### src/rtl/miner_pkg.sv
// ---------------------------------------------------------------------------
// miner_pkg
//
// Purpose:
//   Shared definitions for the mining datapath: default widths for the SHA
//   message, nonce and digest, the default WAIT timeout, and the nonce
//   sequencer state encoding.
//
// Contents:
//   MSG_W_DEFAULT        SHA message width (matches SHAcomputationalBlock)
//   NONCE_W_DEFAULT      nonce width, low bits of the message
//   HASH_W_DEFAULT       digest / target width
//   TIMEOUT_CYC_DEFAULT  cycles allowed in WAIT before giving up
//   seq_state_t          nonce sequencer FSM states
//   seq_is_busy()        true for the states that own the SHA block
// ---------------------------------------------------------------------------
package miner_pkg;

    localparam int MSG_W_DEFAULT       = 440;
    localparam int NONCE_W_DEFAULT     = 32;
    localparam int HASH_W_DEFAULT      = 256;
    localparam int TIMEOUT_CYC_DEFAULT = 512;

    typedef enum logic [2:0] {
        IDLE,
        LAUNCH,
        ARM,
        WAIT,
        CHECK,
        DONE
    } seq_state_t;

    function automatic logic seq_is_busy(input seq_state_t s);
        return (s == LAUNCH) || (s == ARM) || (s == WAIT) || (s == CHECK);
    endfunction

endpackage

### src/rtl/hash_target_compare.sv
// ---------------------------------------------------------------------------
// hash_target_compare
//
// Purpose:
//   Purely combinational unsigned strict less-than between a digest and a
//   difficulty target. No input registers, so the caller decides where the
//   pipeline boundary sits (the pool-difficulty logic reuses this as is).
//
// Ports:
//   hash    in  W  digest under test
//   target  in  W  threshold
//   below   out 1  1 when hash < target (unsigned, strict)
// ---------------------------------------------------------------------------
module hash_target_compare
    import miner_pkg::*;
#(
    parameter int W = HASH_W_DEFAULT
) (
    input  logic [W-1:0] hash,
    input  logic [W-1:0] target,
    output logic         below
);

    assign below = (hash < target);

endmodule

### src/rtl/nonce_sequencer.sv
// ---------------------------------------------------------------------------
// nonce_sequencer
//
// Purpose:
//   Nonce-search controller wrapped around SHAcomputationalBlock. Builds the
//   message {prefix, nonce}, launches a hash, waits for completion, compares
//   the digest against the target and steps the nonce until a hit, range
//   exhaustion, abort, or a SHA timeout.
//
// Optional feature:
//   NONCE_SEQ_HASH_COUNT_EN  when defined, adds output hash_count[31:0], a
//                            saturating count of launches since the last
//                            accepted start.
//
// Ports:
//   clk                  in   1                rising-edge clock
//   n_rst                in   1                async active-low reset
//   start                in   1                begin search (IDLE/DONE only)
//   abort                in   1                return to IDLE (wins over all)
//   header_prefix        in   MSG_W-NONCE_W    upper message bits
//   nonce_start          in   NONCE_W          first nonce
//   nonce_end            in   NONCE_W          last nonce, inclusive
//   target               in   HASH_W           success threshold
//   inputMsg             out  MSG_W            {prefix_q, nonce_q} to SHA
//   beginComputation     out  1                launch pulse to SHA
//   computationComplete  in   1                SHA done level
//   SHAoutput            in   HASH_W           SHA digest
//   busy                 out  1                in LAUNCH/ARM/WAIT/CHECK
//   done                 out  1                in DONE
//   found                out  1                hit flag, valid with done
//   timeout_err          out  1                SHA timeout, valid with done
//   golden_nonce         out  NONCE_W          nonce of the last hit
//   hash_count           out  32               (optional) launch count
//   golden_hash          out  HASH_W           digest of the last hit
// ---------------------------------------------------------------------------
module nonce_sequencer
    import miner_pkg::*;
#(
    parameter int MSG_W       = MSG_W_DEFAULT,
    parameter int NONCE_W     = NONCE_W_DEFAULT,
    parameter int HASH_W      = HASH_W_DEFAULT,
    parameter int TIMEOUT_CYC = TIMEOUT_CYC_DEFAULT
) (
    input  logic                     clk,
    input  logic                     n_rst,
    input  logic                     start,
    input  logic                     abort,
    input  logic [MSG_W-NONCE_W-1:0] header_prefix,
    input  logic [NONCE_W-1:0]       nonce_start,
    input  logic [NONCE_W-1:0]       nonce_end,
    input  logic [HASH_W-1:0]        target,
    output logic [MSG_W-1:0]         inputMsg,
    output logic                     beginComputation,
    input  logic                     computationComplete,
    input  logic [HASH_W-1:0]        SHAoutput,
    output logic                     busy,
    output logic                     done,
    output logic                     found,
    output logic                     timeout_err,
    output logic [NONCE_W-1:0]       golden_nonce,
`ifdef NONCE_SEQ_HASH_COUNT_EN
    output logic [31:0]              hash_count,
`endif
    output logic [HASH_W-1:0]        golden_hash
);

    localparam int PREFIX_W = MSG_W - NONCE_W;
    localparam int TMO_W    = (TIMEOUT_CYC > 2) ? $clog2(TIMEOUT_CYC) : 1;
    localparam logic [TMO_W-1:0] TMO_LAST = TMO_W'(TIMEOUT_CYC - 1);

    seq_state_t state;
    seq_state_t state_next;

    logic [PREFIX_W-1:0] prefix_q;
    logic [NONCE_W-1:0]  nonce_q;
    logic [NONCE_W-1:0]  end_q;
    logic [HASH_W-1:0]   target_q;
    logic [TMO_W-1:0]    tmo_cnt;
    logic                found_q;
    logic                timeout_q;

    logic                accept_start;
    logic                tmo_clear;
    logic                tmo_inc;
    logic                timeout_hit;
    logic                hit;
    logic                nonce_inc;
    logic                hash_below;

    hash_target_compare #(
        .W      (HASH_W)
    ) u_compare (
        .hash   (SHAoutput),
        .target (target_q),
        .below  (hash_below)
    );

    // State register. Reset drops straight to IDLE so beginComputation,
    // being a decode of the state, falls without waiting for a clock.
    always_ff @(posedge clk or negedge n_rst) begin
        if (!n_rst) begin
            state <= IDLE;
        end else begin
            state <= state_next;
        end
    end

    // Next-state and datapath strobes. Abort is tested first so it beats
    // a hit, a timeout and a same-cycle start. The range end is tested
    // before incrementing, so an all-ones end never wraps to zero.
    always_comb begin
        state_next   = state;
        accept_start = 1'b0;
        tmo_clear    = 1'b0;
        tmo_inc      = 1'b0;
        timeout_hit  = 1'b0;
        hit          = 1'b0;
        nonce_inc    = 1'b0;

        if (abort) begin
            state_next = IDLE;
        end else begin
            case (state)
                IDLE, DONE: begin
                    if (start) begin
                        accept_start = 1'b1;
                        state_next   = LAUNCH;
                    end
                end
                LAUNCH: begin
                    state_next = ARM;
                end
                // A stale completion from the previous hash may still be
                // high here, so it is deliberately not looked at.
                ARM: begin
                    tmo_clear  = 1'b1;
                    state_next = WAIT;
                end
                WAIT: begin
                    if (computationComplete) begin
                        state_next = CHECK;
                    end else if (tmo_cnt == TMO_LAST) begin
                        timeout_hit = 1'b1;
                        state_next  = DONE;
                    end else begin
                        tmo_inc = 1'b1;
                    end
                end
                CHECK: begin
                    if (hash_below) begin
                        hit        = 1'b1;
                        state_next = DONE;
                    end else if (nonce_q == end_q) begin
                        state_next = DONE;
                    end else begin
                        nonce_inc  = 1'b1;
                        state_next = LAUNCH;
                    end
                end
                default: begin
                    state_next = IDLE;
                end
            endcase
        end
    end

    // Search context: captured on an accepted start, nonce stepped on a miss.
    always_ff @(posedge clk or negedge n_rst) begin
        if (!n_rst) begin
            prefix_q <= '0;
            nonce_q  <= '0;
            end_q    <= '0;
            target_q <= '0;
        end else if (accept_start) begin
            prefix_q <= header_prefix;
            nonce_q  <= nonce_start;
            end_q    <= nonce_end;
            target_q <= target;
        end else if (nonce_inc) begin
            nonce_q  <= nonce_q + 1'b1;
        end
    end

    // WAIT watchdog, cleared in ARM so every hash gets the full budget.
    always_ff @(posedge clk or negedge n_rst) begin
        if (!n_rst) begin
            tmo_cnt <= '0;
        end else if (tmo_clear) begin
            tmo_cnt <= '0;
        end else if (tmo_inc) begin
            tmo_cnt <= tmo_cnt + 1'b1;
        end
    end

    // Result flags are only ever set on the transition into DONE and are
    // cleared on start or abort, so they read as valid whenever done is high.
    always_ff @(posedge clk or negedge n_rst) begin
        if (!n_rst) begin
            found_q   <= 1'b0;
            timeout_q <= 1'b0;
        end else if (abort || accept_start) begin
            found_q   <= 1'b0;
            timeout_q <= 1'b0;
        end else if (hit) begin
            found_q   <= 1'b1;
            timeout_q <= 1'b0;
        end else if (timeout_hit) begin
            found_q   <= 1'b0;
            timeout_q <= 1'b1;
        end
    end

    // Golden result survives abort and restarts; only a new hit replaces it.
    always_ff @(posedge clk or negedge n_rst) begin
        if (!n_rst) begin
            golden_nonce <= '0;
            golden_hash  <= '0;
        end else if (hit) begin
            golden_nonce <= nonce_q;
            golden_hash  <= SHAoutput;
        end
    end

`ifdef NONCE_SEQ_HASH_COUNT_EN
    // Saturating launch counter; holds through DONE and abort.
    always_ff @(posedge clk or negedge n_rst) begin
        if (!n_rst) begin
            hash_count <= '0;
        end else if (accept_start) begin
            hash_count <= '0;
        end else if ((state == LAUNCH) && (hash_count != 32'hFFFF_FFFF)) begin
            hash_count <= hash_count + 32'd1;
        end
    end
`endif

    assign inputMsg         = {prefix_q, nonce_q};
    assign beginComputation = (state == LAUNCH);
    assign busy             = seq_is_busy(state);
    assign done             = (state == DONE);
    assign found            = found_q;
    assign timeout_err      = timeout_q;

endmodule
### config.mk
export PLATFORM = sky130hd
export DESIGN_NAME = nonce_sequencer
export DESIGN_NICKNAME = d
export VERILOG_FILES = /design/src/rtl/miner_pkg.sv /design/src/rtl/hash_target_compare.sv /design/src/rtl/nonce_sequencer.sv
export SDC_FILE = /design/constraint.sdc
export NUM_CORES = 2
export LEC_CHECK = 0
export BUFFER_PORTS_ARGS = -buffer_cell sky130_fd_sc_hd__buf_2
export CORE_AREA = 5 5 659 661
export CTS_CLUSTER_SIZE = 10
export DETAILED_ROUTE_END_ITERATION = 8
export DIE_AREA = 0 0 664 666
export HOLD_SLACK_MARGIN = 0.15
export PLACE_DENSITY = 0.35
export SYNTH_ARGS = -nofsm -noshare
export SYNTH_HDL_FRONTEND = slang
export SYNTH_SLANG_ARGS = --single-unit
export TNS_END_PERCENT = 1
### constraint.sdc
create_clock -name clk -period 8.88 [get_ports clk]
set_input_delay 0.888 -clock clk [delete_from_list [all_inputs] [get_ports clk]]
set_output_delay 0.888 -clock clk [all_outputs]
set_load 0.02 [all_outputs]
==> summary.md <==
| Metric | Value |
|---|---|
| Site Rows | between 200 and 250 |
| Total CTS buffers | around 150 |
| Outcome | finished, final reports clean |
| Die area | 442200 µm² |
| Total wire length | 341200 µm |
| Crit end category | register |
| GRT Residual Overflow | 0 |
| Yosys Warn Count | 0 |
| Most area-hungry cell type in the Yosys netlist | dfrtp_1 |
| CTS root buf | clkbuf_16 |
| Worst path slowest cell | nor3_1 |
| First-pass GRT wire length | around 440000 µm |
| Crit path cell chain | inv_1, ha_1, nand3_1, nor3_1, buf_4, nand4_1, nor2_1, and3_1, nand2_1, o2bb2ai_2, nor2_4, nand2_8, buf_12, buf_4, mux2_2 |
| GRT Max-Usage Layer | met2 |
| R2r endpoint | golden_hash[18] |
| WP buf/inv | 4 |
| RSZ-0062 raised after global routing | false |
| CTS tree | done |
| Part of the power in registers | 0.316 |
| Min-Delay Path Class | in -> reg |
| DP Area | slightly above 60000 µm² |
| All-layer global routing usage | 0.1484 |
| I/O Pins | ~1700 |
| Worst-skew pair later-pin latency | about 0.84 ns |
| Number of global-route vias before repair | ~43000 |
| CP endpoint | golden_hash[18] |
| Post-DP HPWL | 289400 µm |
| Fin crit share | 0.5955 |
| Ranking of synthesized cells by area | dfrtp_1, nand2_1, ha_1 |
| Max Freq | between 150 and 200 MHz |
| GP Congestion | 0.8645 |
| Setup Crit Path Kind | reg -> reg |
| Die height | between 600 and 700 µm |
| Total power | 25.68 mW |
| Internal | 14.21 mW |
| CP Data Arrival Time | around 6 ns |
| Crit path launch | target_q[140] |
| Via count | 41350 |
| Fin crit period | roughly 5.3 ns |
| R2r setup slk | about 3.6 ns |
| Stages on the worst setup path | 15 |
| Syn Nets | ~6000 |
| PwrDens | 368.2 nW/µm² |
| Hold WS | 0.2635 ns |
| Clock share of power | 0.249 |
| Clk pin slew, worst setup/hold paths | about 0.060 ns |
| Clk sinks | 1030 |
| Logic pwr share | 0.436 |
| Most common flop cell mapped by yosys | dfrtp_1 |
| Most common cell on crit path | buf_4 |
| R2R depth | 15 |
| Slew headroom | 0.2447 |
| DP Worst Slack | 2.816 ns |
| Worst path top cell family by delay | simple AND/OR/NAND/NOR gates |
| MaxCap Viol Count | 0 |
| VDD IR max | between 0.15 and 0.2 mV |
| Most frequent cells in the layout | buf_2, nand2_1, dfrtp_1, o21ai_0, inv_1 |
| Post-route insts no fill | 12490 |
| Syn_area_per_cell | 10.09 µm² |
| Required time of the critical path | 9.59 ns |
| Critical Path Max Stage Delay | 0.50 ns |
| Register bit total from synthesis | 1030 |
| Post-synth ARST share | 1.000 |
| Layout cell share with drive strength beyond 1 | 0.3505 |
| Remaining DRCs | 0 |
| Largest net degree at the start of global routing | 191 |
| Post-Syn Area | around 46000 µm² |
| Worst Max-Slew Pin Slew | 1.133 ns |
| Initial antenna violation count | 215 |
| Startpoint Class | register |
| CORE AREA | around 430000 µm² |
| Nets | between 7000 and 8000 |
| Psw | around 11 mW |
| Switch share | 0.4468 |
| Post-CTS Hold Fix Bufs | 243 |
| Final Cell Area | 69750 µm² |
| End-of-flow core utilization | 0.1628 |
| H-tree levels | 4 |
| Hold path depth | 3 |
| Setup violators final | 0 |
| Static Leak | 34.95 nW |
| Area Growth Syn to Fin | 50.31% |
| Setup TNS | 0 ns |
| Post-DR vias/cell | between 3 and 4 |
| Starting DRT DRC Count | about 2200 |
| ANT nets after route | 0 |
| GR met1 Demand/Resource | 0.1624 |
| Placed Cells incl. Taps | ~12000 |
| Post-synth EDFFs | 0 |
| Initial core utilization | 0.1083 |
| Grt met3 use | 0.03725 |
| Post-CTS Setup Bufs | 0 |
| Mapped Cells | about 4600 |
| Routed wire per std cell | 27.31 µm |
| Reg-to-Reg Start | target_q[140] |
| Sequential fraction of the synthesis area | 0.5554 |
| Worst Setup Slack, final | 3.592 ns |
| Most common cell after layout, fill and taps aside | buf_2 |
| Routing usage on met2 | 0.2790 |
| Die width | 664 µm |
| Initial DRT Pass Iterations | 5 |
| Netlist cell types | 66 |
| Endpoints failing hold | 0 |
| # resized after CTS | 0 |
| Final Max Slew Viols | 0 |
| Yosys top cell area share | 0.5554 |
| # port buffers | roughly 1700 |
| Longest Clk Path Bufs | 4 |
| Worst Skew | 0.03935 ns |
| Crit path max fanout | 87 |
## synth_stat cells (all sizes together), types with 22 or more instances
library cell and count:
inv 275, dfrtp 1030, ha 258, xnor2 48, a21oi 114, mux2 288
nand2 1691, nor3 27, nand4 66, clkbuf 170, nor2 57, o21ai 315
nand3 36, buf 38, a21o 22
## logic make-up (layout without fill, tap and decap cells)
| family | count (synthesis) | in the layout | synth area share |
|---|---|---|---|
| and+or+nand+nor | 1942 | 1942 | 0.1672 |
| DFF | 1030 | 1030 | 0.5554 |
| AOI/OAI and AO/OA | 535 | 535 | 0.06579 |
| buffers and inverters | 483 | 2578 | 0.04338 |
| muxes | 298 | 298 | 0.08822 |
| adders and majority gates | 258 | 258 | 0.06956 |
| xor gates and xnor gates | 55 | 55 | 0.01038 |
| other | 0 | 87 | 0 |
## per-layer routing
layer | vias to the layer above | part of all wire
li1 | 19140 | -
met1 | 20130 | 0.37
met2 | 1511 | 0.53
met3 | 506 | 0.060
met4 | 64 | 0.036
met5 | - | 0.0011
## worst register-to-register path: cells and delay by family, from the launching register on
kind	cells	cell delay, ns
buf+inv	4	1.52
flops	1	0.32
mux	1	0.35
compound gates	1	0.45
simple gates	8	2.22
fa+ha+maj	1	0.30
## final cells by class
class / count / area (µm²)
diodes: 87 / 217.7
clock buffers: 220 / 4464
clock inverters: 46 / 589.3
fillers: 48580 / 358700
inverters: 275 / 1032
multi-input cells: 3088 / 18720
flip-flops and latches: 1030 / 25770
well taps: 5710 / 7144
repair buffers: 2037 / 11800
## power groups by stage
stage	combinational (mW)	sequential, mW	clock, mW
floorplan	3.86	9.83	0
global placement	11.6	8.18	0
detailed placement	11.6	8.19	0
CTS	11.7	8.14	6.70
global route	12.2	8.36	6.82
finish	11.2	8.11	6.39
## flip-flops by register name, summed over array words and instances (netlist names)
register,flops
prefix_q,408
timeout_err,1
golden_hash,256
state,3
target_q,256
end_q,32
found,1
golden_nonce,32
tmo_cnt,9
nonce_q,32
## worst min-delay path by stage
stage,startpoint,end,slack [ns]
after floorplan,target_q[0],target_q[0],0.45
after global routing,nonce_end[13],end_q[13],0.18
after CTS,nonce_end[4],end_q[4],0.15
after detailed placement,prefix_q[404],prefix_q[404],0.46
after global placement,prefix_q[270],prefix_q[270],0.46
final,nonce_end[27],end_q[27],0.26
(Power assumes the default switching activity.)
